`config.mk`:
```
export PLATFORM = sky130hd
export DESIGN_NAME = tnn_infer_sequencer
export DESIGN_NICKNAME = d
export VERILOG_FILES = /design/src/rtl/tnn_infer_sequencer_pkg.sv /design/src/rtl/tnn_result_reg.sv /design/src/rtl/tnn_infer_sequencer.sv
export SDC_FILE = /design/constraint.sdc
export NUM_CORES = 1
export LEC_CHECK = 0
export CORE_UTILIZATION = 47
export CTS_CLUSTER_SIZE = 28
export DETAILED_ROUTE_END_ITERATION = 8
export HOLD_SLACK_MARGIN = 0.1
export PLACE_DENSITY = 0.9
export SYNTH_ARGS = -nofsm -noshare
export SYNTH_HDL_FRONTEND = slang
export SYNTH_HIERARCHICAL = 1
export SYNTH_SLANG_ARGS = --single-unit
```
`constraint.sdc`:
```
create_clock -name clk -period 6 [get_ports clk]
set_clock_uncertainty 0.15 [all_clocks]
set_input_delay 1.8 -clock clk [delete_from_list [all_inputs] [get_ports clk]]
set_output_delay 1.8 -clock clk [all_outputs]
set_load 0.03 [all_outputs]
```
`src/rtl/tnn_infer_sequencer_pkg.sv`:
```
// Shared types and size derivations for the TNN inference sequencer.
package tnn_infer_sequencer_pkg;

    localparam int unsigned COUNT_W = 16;

    typedef enum logic [1:0] {
        ST_IDLE  = 2'd0,
        ST_CLEAR = 2'd1,
        ST_RUN   = 2'd2,
        ST_HOLD  = 2'd3
    } seq_state_e;

    // Core cycles from the first cycle out of restart until the prediction is valid.
    function automatic int unsigned calc_latency(input int unsigned feat_cnt,
                                                 input int unsigned hidden_cnt);
        return feat_cnt + hidden_cnt;
    endfunction

    function automatic int unsigned calc_pred_w(input int unsigned class_cnt);
        return (class_cnt > 1) ? $clog2(class_cnt) : 1;
    endfunction

endpackage

```
`src/rtl/tnn_result_reg.sv`:
```
// Result register: holds one captured prediction until the consumer takes it,
// and counts completed inferences.
module tnn_result_reg
    import tnn_infer_sequencer_pkg::*;
#(
    parameter int unsigned PRED_W = 3
) (
    input  logic               clk,
    input  logic               rst,
    input  logic               i_capture,
    input  logic [PRED_W-1:0]  i_pred,
    input  logic               i_out_ready,
    output logic               o_valid,
    output logic [PRED_W-1:0]  o_pred,
    output logic [COUNT_W-1:0] o_infer_count,
    output logic               o_free_c
);

    logic               r_valid;
    logic [PRED_W-1:0]  r_pred;
    logic [COUNT_W-1:0] r_infer_count;

    // A capture wins over a consume, so a same-cycle handoff keeps valid high.
    always_ff @(posedge clk or posedge rst) begin
        if (rst) begin
            r_valid       <= 1'b0;
            r_pred        <= '0;
            r_infer_count <= '0;
        end else if (i_capture) begin
            r_valid       <= 1'b1;
            r_pred        <= i_pred;
            r_infer_count <= r_infer_count + COUNT_W'(1);
        end else if (r_valid && i_out_ready) begin
            r_valid       <= 1'b0;
        end
    end

    assign o_free_c      = !r_valid || i_out_ready;
    assign o_valid       = r_valid;
    assign o_pred        = r_pred;
    assign o_infer_count = r_infer_count;

endmodule

```
`src/rtl/tnn_infer_sequencer.sv`:
```
// Sequences one sample at a time through an external TNN core: latch, restart
// the core, wait out its latency, then hand the prediction to the result register.
module tnn_infer_sequencer
    import tnn_infer_sequencer_pkg::*;
#(
    parameter  int unsigned FEAT_CNT   = 12,
    parameter  int unsigned HIDDEN_CNT = 40,
    parameter  int unsigned FEAT_BITS  = 4,
    parameter  int unsigned CLASS_CNT  = 6,
    localparam int unsigned PRED_W     = calc_pred_w(CLASS_CNT),
    localparam int unsigned DATA_W     = FEAT_BITS * FEAT_CNT
) (
    input  logic               clk,
    input  logic               rst,
    input  logic               in_valid,
    output logic               in_ready,
    input  logic [DATA_W-1:0]  in_data,
    output logic [DATA_W-1:0]  core_data,
    output logic               core_rst,
    input  logic [PRED_W-1:0]  core_prediction,
    output logic               out_valid,
    input  logic               out_ready,
    output logic [PRED_W-1:0]  out_pred,
    output logic               busy,
    output logic [COUNT_W-1:0] infer_count
);

    localparam int unsigned LATENCY = calc_latency(FEAT_CNT, HIDDEN_CNT);
    localparam int unsigned CNT_W   = $clog2(LATENCY + 1);

    seq_state_e        r_state;
    seq_state_e        w_state_nxt;
    logic [CNT_W-1:0]  r_cnt;
    logic [CNT_W-1:0]  w_cnt_nxt;
    logic [DATA_W-1:0] r_core_data;
    logic              r_in_ready;
    logic              r_core_rst;
    logic              r_busy;
    logic              w_accept;
    logic              w_capture;
    logic              w_free;

    always_ff @(posedge clk or posedge rst) begin
        if (rst) begin
            r_state     <= ST_IDLE;
            r_cnt       <= '0;
            r_core_data <= '0;
            r_in_ready  <= 1'b0;
            r_core_rst  <= 1'b1;
            r_busy      <= 1'b0;
        end else begin
            r_state     <= w_state_nxt;
            r_cnt       <= w_cnt_nxt;
            if (w_accept) begin
                r_core_data <= in_data;
            end
            // Status outputs are registered decodes of the state being entered.
            r_in_ready  <= (w_state_nxt == ST_IDLE);
            r_core_rst  <= (w_state_nxt == ST_CLEAR);
            r_busy      <= (w_state_nxt != ST_IDLE);
        end
    end

    always_comb begin
        w_state_nxt = r_state;
        w_cnt_nxt   = r_cnt;
        w_accept    = 1'b0;
        w_capture   = 1'b0;
        case (r_state)
            ST_IDLE: begin
                if (in_valid && r_in_ready) begin
                    w_accept    = 1'b1;
                    w_state_nxt = ST_CLEAR;
                end
            end
            ST_CLEAR: begin
                w_cnt_nxt   = '0;
                w_state_nxt = ST_RUN;
            end
            ST_RUN: begin
                // Stops at LATENCY, which the counter width can always hold.
                w_cnt_nxt = r_cnt + CNT_W'(1);
                if (r_cnt == CNT_W'(LATENCY - 1)) begin
                    if (w_free) begin
                        w_capture   = 1'b1;
                        w_state_nxt = ST_IDLE;
                    end else begin
                        w_state_nxt = ST_HOLD;
                    end
                end
            end
            ST_HOLD: begin
                if (w_free) begin
                    w_capture   = 1'b1;
                    w_state_nxt = ST_IDLE;
                end
            end
            default: begin
                w_state_nxt = ST_IDLE;
            end
        endcase
    end

    tnn_result_reg #(
        .PRED_W(PRED_W)
    ) u_result_reg (
        .clk          (clk),
        .rst          (rst),
        .i_capture    (w_capture),
        .i_pred       (core_prediction),
        .i_out_ready  (out_ready),
        .o_valid      (out_valid),
        .o_pred       (out_pred),
        .o_infer_count(infer_count),
        .o_free_c     (w_free)
    );

    assign in_ready  = r_in_ready;
    assign core_rst  = r_core_rst;
    assign busy      = r_busy;
    assign core_data = r_core_data;

endmodule

```
==> results of run 1 <==
-- stage by stage --
step / hold slack, ns / std cells / util [%]
after floorplan: 0.3287 / 239 / -
after global placement: 0.3166 / 454 / 68.43
after detailed placement: 0.3124 / 454 / 68.43
after CTS: 0.3348 / 470 / 71.93
after global routing: 0.3627 / 470 / 71.93
final: 0.3296 / 470 / 71.93
-- cells by family after synthesis --
group / after synthesis
AO/OA/AOI/OAI: 14
XOR/XNOR: 15
adder cells (fa/ha/maj): 7
buffers and inverters: 17
flip-flops: 79
multiplexers: 54
AND/OR/NAND/NOR: 53
-- layout make-up --
type / count / area [um^2] / share of cell area (%)
Clock buffer: 11 / 131.4 / 2.688
Inverter: 10 / 37.54 / 0.7680
Multi-Input combinational cell: 143 / 1255 / 25.68
Timing Repair Buffer: 126 / 1259 / 25.76
Tap cell: 96 / 120.1 / 2.458
Clock inverter: 5 / 106.4 / 2.176
Sequential cell: 79 / 1978 / 40.48
-- critical path: stages --
cell and delay [ns]:
clkdlybuf4s50_1 0.44, nand2b_1 0.15, nor2b_1 0.64, nand4_1 0.42, nor4_1 0.48, xor2_1 0.13
-- worst max-delay path by stage --
stage	from	endpoint	slack [ns]
2_1_floorplan	rst	busy$_DFF_PP0_	2.60
3_3_place_gp	out_ready	u_result_reg/o_infer_count[11]$_DFFE_PP0P_	1.81
3_5_place_dp	out_ready	u_result_reg/o_infer_count[13]$_DFFE_PP0P_	1.65
4_1_cts	out_ready	u_result_reg/o_infer_count[13]$_DFFE_PP0P_	2.00
5_1_grt	out_ready	u_result_reg/o_infer_count[13]$_DFFE_PP0P_	1.81
6_report	out_ready	u_result_reg/o_infer_count[13]$_DFFE_PP0P_	1.99
-- flip-flops by register name, summed over array words and instances (netlist names) --
name,cells
u_result_reg/o_valid,1
u_result_reg/o_infer_count,16
r_cnt,6
u_result_reg/o_pred,3
in_ready,1
busy,1
core_rst,1
core_data,48
r_state,2
-- cell usage after synthesis --
master	count	share of area (%)
a211oi_1	1	0.23
a21o_1	1	0.23
a21oi_1	2	0.30
a31o_2	1	0.27
a32oi_2	1	0.49
buf_2	4	0.61
clkbuf_1	3	0.34
dfrtp_1	78	59
dfstp_2	1	0.80
ha_1	7	2.7
inv_1	10	1.1
mux2_1	2	0.68
mux2_2	50	17
mux2i_1	2	0.61
nand2_1	12	1.4
nand2b_1	4	0.76
nand3_1	7	1.1
nand3b_4	1	0.61
nand4_1	5	0.95
nand4_4	1	0.65
nor2_1	6	0.68
nor2b_1	4	0.76
nor3_1	3	0.46
nor3b_1	1	0.23
nor4_1	6	1.1
o211ai_1	1	0.23
o21ai_0	4	0.61
o22ai_1	2	0.38
o311ai_4	1	0.80
or2_1	1	0.19
or3_1	1	0.19
or4_4	1	0.34
xnor2_1	5	1.3
xor2_1	10	2.7
-- power groups by stage --
stage                     clock network [uW]  logic, uW  registers [uW]
after floorplan                            0        374            1290
after global placement                     0       1290             880
after detailed placement                   0       1320             892
after CTS                                469       1320             884
after global routing                     496       1380             909
final                                    462       1300             882
-- routing by layer --
| metal | global-route usage [%] | share of wire (%) | up-vias |
|---|---|---|---|
| li1 | - | - | 1098 |
| met1 | 25.94 | 45 | 1129 |
| met2 | 32.15 | 47 | 100 |
| met3 | 4.716 | 6.9 | 11 |
| met4 | 5.909 | 1.2 | 0 |
| met5 | 0 | 0 | - |
==> results.md, run 1 <==
* Status: complete, no violations
* WS Path Type: input pin to flop
* Initial antenna violation count at 0
* Drt pass-1 iters at 4
* Simple-Gate Fraction of Synth Area at a little under a tenth
* Commonest non-fill, non-tap cell in the layout: clkdlybuf4s50_1
* Final worst-path cycle share at 66.87%
* Largest family of logic cells by synthesized area: multiplexers
* Reg2Reg Depth at 8
* Synth Area in Compound Gates at 3.529%
* Critical Path Start Type: input pin
* Hold_buf cts at 0
* Placed inst area at 4649 um^2
* Place WS at approximately 1.6 ns
* Worst vdd ir at around 0.00028 V
* Int Pwr at 1640 uW
* Gpl congestion at 0.8259
* Filler cells at about 460
* F_max at ~250 MHz
* Post-synthesis sequential area ratio at 60.00%
* Reg2reg setup slack at about 3 ns
* CP endpoint kind: flop
* Post-synthesis xor/xnor area fraction at 3.985%
* Slew Viols, Final at 0
* Post-DP HPWL at 5077 um
* Die area at 7354 um^2
* Min Tclk post-route at roughly 4 ns
* Final WS setup at between 1.5 and 2 ns
* Post-CTS setup buffer count at 0
* Number of DRC markers in iteration 0 at 91
* DRC viols at 0
* Core area at around 6800 um^2
* Worst-path clk slew at 0.08 ns
* Yosys cell types at 34
* Hold EP: u_result_reg/o_infer_count[15]$_DFFE_PP0P_
* Synth Register Bits at 79
* Vias in the first global route at approximately 2200
* Maximum clock path buffer count at 2
* Hold Crit Class: flop to flop
* Hold_sp: u_result_reg/o_infer_count[15]$_DFFE_PP0P_
* Initial Util at between 40% and 50%
* First-pass GRT wire length at 11160 um
* PnR Total Power at around 2600 uW
* Final hold viol count at 0
* Leakage at 0.002125 uW
* Largest net degree at the start of global routing at 49
* Mapped Cells at 239
* Die Height at 85.76 um
* Clk Latency, worst-skew pair at 0.33 ns
* Mapped Nets at 301
* # IOs at 126
* MaxCap Viol Count at 0
* Fin Setup TNS at 0 ns
* Drt wl/cell at approximately 15 um
* Max H-tree Level at 3
* Avg Synthesized Cell Area at about 14 um^2
* Via count at 2338
* CTS Buf Count at 9
* Post-synthesis mux area share at 18.37%
* Yosys warnings at 6
* Clk sink count at slightly below 80
* Clock root buffer: clkbuf_8
* Adder-cell area share of the yosys netlist at 2.657%
* Port buffer count at 125
* Global Route Usage Sum at 19.57%
* Final setup fails at 0
* Fraction of layout cells with a size suffix above 1 at 19.79%
* Sequential Power Share at 33.3%
* TritonCTS clock tree: done
* Via density at 4.974
* Worst-path fanout max at 11
* Power density over cell area at 541.6 nW/um^2
* NetSw at between 1000 and 1500 uW
* Synthesized area at 3297 um^2
* Die X at roughly 86 um
* Start of the worst register-to-register path: r_cnt[0]$_DFFE_PP0P_
* Routed WL at roughly 7000 um
* Arr. time, crit path at a little over 4 ns
* Least-Margin Pin Slew at around 1.2 ns
* Row count at 30
* Hold path depth at 1
* Post-CTS sizing at 0
* Final #Nets at 431
* Area growth from synthesis to layout at 48.24%
* Sw frac at about two fifths
* Final Cell Area at 4887 um^2
* Antenna cell count at 0
* Routed Antenna Nets at 0
* Part of the power in combinational logic at 49.2%
* RSZ-0062 raised after global routing: no
* Most frequent cells in the layout: clkdlybuf4s50_1, dfrtp_1, mux2_2, nand2_1, xor2_1
* CP required at between 6 and 7 ns
* Rel. slew slack at 21.32%
* Grt ovf at 0
* RR Endpoint: u_result_reg/o_infer_count[13]$_DFFE_PP0P_
* Clk pwr share at between 10% and 20%
No activity file was read; power rests on OpenSTA's default activity.
==> run 2, diff against run 1 <==
--- a/config.mk
+++ b/config.mk
@@ -5,11 +5,11 @@
 export SDC_FILE = /design/constraint.sdc
 export NUM_CORES = 1
 export LEC_CHECK = 0
-export CORE_UTILIZATION = 47
+export CORE_UTILIZATION = 44
 export CTS_CLUSTER_SIZE = 28
 export DETAILED_ROUTE_END_ITERATION = 8
 export HOLD_SLACK_MARGIN = 0.1
-export PLACE_DENSITY = 0.9
+export PLACE_DENSITY = 0.85
 export SYNTH_ARGS = -nofsm -noshare
 export SYNTH_HDL_FRONTEND = slang
 export SYNTH_HIERARCHICAL = 1
==> constraint.sdc (replaced) <==
create_clock -name clk -period 4.04 [get_ports clk]
set_clock_uncertainty 0.15 [all_clocks]
set_input_delay 1.212 -clock clk [delete_from_list [all_inputs] [get_ports clk]]
set_output_delay 1.212 -clock clk [all_outputs]
set_load 0.03 [all_outputs]
==> results.md, run 2 (same netlist as run 1, synthesis figures left out) <==
* Status: complete, no violations
* Delay-heaviest family, CP: buffers and inverters
* Start of the worst register-to-register path: r_cnt[0]$_DFFE_PP0P_
* Core area at between 7000 and 8000 um^2
* RR Endpoint: u_result_reg/o_infer_count[11]$_DFFE_PP0P_
* Crit path max-delay cell type: clkdlybuf4s50_1
* Reg2reg setup slack at around 1.7 ns
* Place WS at 0.8770 ns
* Final setup fails at 0
* MaxCap Viol Count at 0
* Clock root buffer: clkbuf_8
* CP required at 2.68 ns
* Row count at 31
* CTS Buf Count at 9
* Largest net degree at the start of global routing at 49
* Die area at 7843 um^2
* Vias in the first global route at roughly 2200
* First-pass GRT wire length at between 10000 and 15000 um
* Arr. time, crit path at 1.58 ns
* Sw frac at 40.44%
* Via count at 2334
* CP cell instances: clkdlybuf4s50_1
* RSZ-0062 raised after global routing: no
* Gpl congestion at about 0.83
* Max FFs per register at 48
* F_max at 339.4 MHz
* Final #Nets at 434
* Antenna cell count at 0
* CP peak stage delay at around 0.73 ns
* Number of DRC markers in iteration 0 at 90
* Filler cells at 550
* Port buffer count at ~130
* Worst-path fanout max at 6
* Int Pwr at 2249 uW
* Clk sink count at 79
* Drt pass-1 iters at 4
* Via density at 4.903
* Hold Crit Class: flop to flop
* DRC viols at 0
* Final worst-path cycle share at around 73%
* Most frequent cells in the layout: clkdlybuf4s50_1, dfrtp_1, mux2_2, nand2_1, xor2_1
* Clk Latency, worst-skew pair at 0.34 ns
* Worst setup path start: u_result_reg/o_infer_count[3]$_DFFE_PP0P_
* Die X at 88.56 um
* Area growth from synthesis to layout at 47.29%
* Slew Viols, Final at 0
* Power density over cell area at approximately 800 nW/um^2
* Routed WL at 7043 um
* NetSw at about 1500 uW
* Grt ovf at 0
* Worst vdd ir at 0.0003485 V
* Drt wl/cell at between 10 and 15 um
* Part of the power in combinational logic at 51.4%
* CP endpoint kind: output pin
* Hold_buf cts at 0
* Maximum clock path buffer count at 2
* Initial Util at between 40% and 50%
* Leakage at approximately 0.0021 uW
* Post-CTS sizing at 0
* PnR Total Power at 3776 uW
* Global Route Usage Sum at 18.26%
* Critical path depth at 1
* Worst path bufs/invs at 1
* Final hold viol count at 0
* Fin Setup TNS at 0 ns
* Post-CTS setup buffer count at 0
* Critical Path Start Type: flop
* Die Height at 88.56 um
* TritonCTS clock tree: done
* Clk pwr share at 13.9%
* Critical Path Sink: infer_count[3]
* # IOs at between 100 and 150
* Final WS setup at ~1.1 ns
* Reg2Reg Depth at 9
* Post-DP HPWL at roughly 5200 um
* Worst-path clk slew at 0.08 ns
* Least-Margin Pin Slew at 0.8490 ns
* Commonest non-fill, non-tap cell in the layout: clkdlybuf4s50_1
* Rel. slew slack at a little over two fifths
* Min Tclk post-route at 2.947 ns
* Routed Antenna Nets at 0
* Sequential Power Share at 34.7%
* Max H-tree Level at 3
* Fraction of layout cells with a size suffix above 1 at 20.95%
* Initial antenna violation count at 0
* WS Path Type: flop to output pin
[run 2: cell types whose count changed in the layout (fill, tap and decap cells not counted), sizes merged]
cell	delta
clkinv	+1
clkbuf	-2
clkinvlp	+2
buf	+3
bufinv	-3
inv	+2
[run 2: how the worst min path moves through the flow]
stage,startpoint,to,slack [ns],depth (start not counted)
finish,u_result_reg/o_infer_count[15]$_DFFE_PP0P_,u_result_reg/o_infer_count[15]$_DFFE_PP0P_,0.33,1
global route,u_result_reg/o_infer_count[15]$_DFFE_PP0P_,u_result_reg/o_infer_count[15]$_DFFE_PP0P_,0.36,1
CTS,u_result_reg/o_infer_count[15]$_DFFE_PP0P_,u_result_reg/o_infer_count[15]$_DFFE_PP0P_,0.33,1
detailed placement,u_result_reg/o_infer_count[15]$_DFFE_PP0P_,u_result_reg/o_infer_count[15]$_DFFE_PP0P_,0.31,1
global placement,u_result_reg/o_infer_count[15]$_DFFE_PP0P_,u_result_reg/o_infer_count[15]$_DFFE_PP0P_,0.32,1
floorplan,r_cnt[0]$_DFFE_PP0P_,r_cnt[0]$_DFFE_PP0P_,0.33,1
[run 2: metal layers]
| metal | vias up | share of wire [%] | global-route usage, % |
|---|---|---|---|
| met5 | - | 0 | 0 |
| met4 | 0 | 0.54 | 3.959 |
| met3 | 4 | 9.2 | 6.157 |
| met2 | 109 | 47 | 30.14 |
| met1 | 1119 | 43 | 23.53 |
| li1 | 1102 | - | - |
[run 2: metrics by stage]
stage	utilization, %	hold WS [ns]	area [um^2]	instances
after floorplan	-	0.3287	3297	239
after global placement	64.46	0.3187	4676	460
after detailed placement	64.46	0.3060	4676	460
after CTS	66.95	0.3311	4856	476
after global routing	66.95	0.3632	4856	476
final	66.95	0.3312	4856	476
[run 2: layout make-up]
| cell class | count | area (um^2) | area share [%] |
|---|---|---|---|
| flip-flops and latches | 79 | 1978 | 40.74 |
| well taps | 99 | 123.9 | 2.551 |
| repair buffers | 129 | 1281 | 26.38 |
| clock inverters | 7 | 56.30 | 1.159 |
| multi-input cells | 143 | 1255 | 25.84 |
| clock buffers | 9 | 123.9 | 2.551 |
| inverters | 10 | 37.54 | 0.7730 |
[run 2: power by group through the flow]
stage	Sequential, uW	Combinational [uW]	Clock, uW
finish	1310	1940	524
global route	1350	2060	582
CTS	1310	1960	543
detailed placement	1330	1960	0
global placement	1300	1920	0
floorplan	1910	556	0
==> run 3, diff against run 2 <==
--- a/config.mk
+++ b/config.mk
@@ -5,11 +5,11 @@
 export SDC_FILE = /design/constraint.sdc
 export NUM_CORES = 1
 export LEC_CHECK = 0
-export CORE_UTILIZATION = 44
+export CORE_UTILIZATION = 40
 export CTS_CLUSTER_SIZE = 28
 export DETAILED_ROUTE_END_ITERATION = 8
 export HOLD_SLACK_MARGIN = 0.1
-export PLACE_DENSITY = 0.85
+export PLACE_DENSITY = 0.82
 export SYNTH_ARGS = -nofsm -noshare
 export SYNTH_HDL_FRONTEND = slang
 export SYNTH_HIERARCHICAL = 1
==> constraint.sdc (replaced) <==
create_clock -name clk -period 2.7 [get_ports clk]
set_clock_uncertainty 0.15 [all_clocks]
set_input_delay 0.81 -clock clk [delete_from_list [all_inputs] [get_ports clk]]
set_output_delay 0.81 -clock clk [all_outputs]
set_load 0.03 [all_outputs]
==> results.md, run 3 (same netlist as run 1, synthesis figures left out) <==
* Die area at 8609 um^2
* Grt ovf at 0
* Final worst-path cycle share at 93.10%
* First-pass GRT wire length at 11230 um
* Max FFs per register at 48
* Slew Viols, Final at 0
* CP required at about 1.7 ns
* F_max at 397.8 MHz
* Area growth from synthesis to layout at 48.08%
* Final #Nets at 436
* Drt pass-1 iters at 4
* RSZ-0062 raised after global routing: no
* # IOs at 126
* Gpl congestion at 0.8399
* Final hold viol count at 0
* Crit path max-delay cell type: clkdlybuf4s50_1
* Final setup fails at 0
* Clk Latency, worst-skew pair at 0.33 ns
* Hold_buf cts at 0
* Min Tclk post-route at 2.514 ns
* Fraction of layout cells with a size suffix above 1 at 21.16%
* Clk sink count at 79
* WS Path Type: flop to output pin
* Worst-path clk slew at 0.08 ns
* Routed WL at 7121 um
* CP cell instances: clkdlybuf4s50_1
* Die Height at roughly 93 um
* Power density over cell area at ~1200 nW/um^2
* Placed inst area at 4720 um^2
* Final WS setup at 0.1862 ns
* Arr. time, crit path at around 1.6 ns
* Port buffer count at 125
* Status: complete, no violations
* Maximum clock path buffer count at 2
* Critical Path Start Type: flop
* Routed Antenna Nets at 0
* Place WS at -0.01432 ns
* PnR Total Power at 5625 uW
* Post-CTS sizing at 0
* Leakage at 0.002127 uW
* Via count at 2370
* Filler cells at approximately 630
* Final Cell Area at 4882 um^2
* Clock root buffer: clkbuf_8
* Largest net degree at the start of global routing at 60
* Worst path bufs/invs at 1
* Row count at 32
* DRC viols at 0
* Worst vdd ir at 0.0005946 V
* MaxCap Viol Count at 0
* Antenna cell count at 0
* Worst-path fanout max at 6
* Least-Margin Pin Slew at 0.4024 ns
* Final core utilization at 62.21%
* Drt wl/cell at ~15 um
* Reg2reg setup slack at between 0.2 and 0.3 ns
* Initial Util at 42.01%
* TritonCTS clock tree: done
* Post-DP HPWL at between 5000 and 6000 um
* CP endpoint kind: output pin
* Core area at 7848 um^2
* Initial antenna violation count at 0
* CP peak stage delay at 0.73 ns
* Post-CTS setup buffer count at 0
* Die X at 92.79 um
* Most frequent cells in the layout: clkdlybuf4s50_1, dfrtp_1, mux2_2, nand2_1, xor2_1
* Vias in the first global route at 2337
* Rel. slew slack at 72.92%
* Commonest non-fill, non-tap cell in the layout: clkdlybuf4s50_1
* CTS Buf Count at 9
* Delay-heaviest family, CP: buffers and inverters
* Hold Crit Class: flop to flop
* Max H-tree Level at 3
* Number of DRC markers in iteration 0 at 62
* Global Route Usage Sum at 16.82%
* Via density at 4.938
-- run 3: routing by layer --
metal / routed length (um) / up-vias / GRT usage [%]
li1: - / 1099 / -
met1: 3226 / 1153 / 21.92
met2: 3282 / 111 / 27.21
met3: 568 / 7 / 4.023
met4: 43 / 0 / 6.154
met5: 0 / - / 0
-- run 3: final timing paths --
| kind | start | cells past startpoint | to |
|---|---|---|---|
| max | u_result_reg/o_infer_count[3]$_DFFE_PP0P_ | 1 | infer_count[3] |
| min | core_data[2]$_DFFE_PP0P_ | 1 | core_data[2]$_DFFE_PP0P_ |
| max reg2reg | r_cnt[0]$_DFFE_PP0P_ | 9 | u_result_reg/o_infer_count[14]$_DFFE_PP0P_ |
| min reg2reg | core_data[2]$_DFFE_PP0P_ | 1 | core_data[2]$_DFFE_PP0P_ |
| max in group asynchronous | rst | 3 | core_rst$_DFF_PP1_ |
| min in group asynchronous | rst | 3 | u_result_reg/o_infer_count[10]$_DFFE_PP0P_ |
-- run 3: final cells by class --
class	instances	area [um^2]	area share, %
Tap cell	102	127.6	2.614
Inverter	10	37.54	0.7688
Clock inverter	6	38.79	0.7945
Sequential cell	79	1978	40.52
Multi-Input combinational cell	143	1255	25.70
Clock buffer	9	123.9	2.537
Timing Repair Buffer	131	1321	27.06
-- run 3: where the power goes --
part	leakage [uW]	total, uW	switching (uW)	internal, uW
clock network	0.0000809	740	415	325
logic	0.00108	2930	1550	1380
registers	0.000965	1960	292	1670
-- run 3: stage by stage --
stage	TNS, ns	cells	hold slack [ns]
6_report	0	480	0.3483
5_1_grt	0	480	0.3698
4_1_cts	0	480	0.3531
3_5_place_dp	-0.01538	465	0.3335
3_3_place_gp	0	465	0.3223
2_1_floorplan	0	239	0.3287
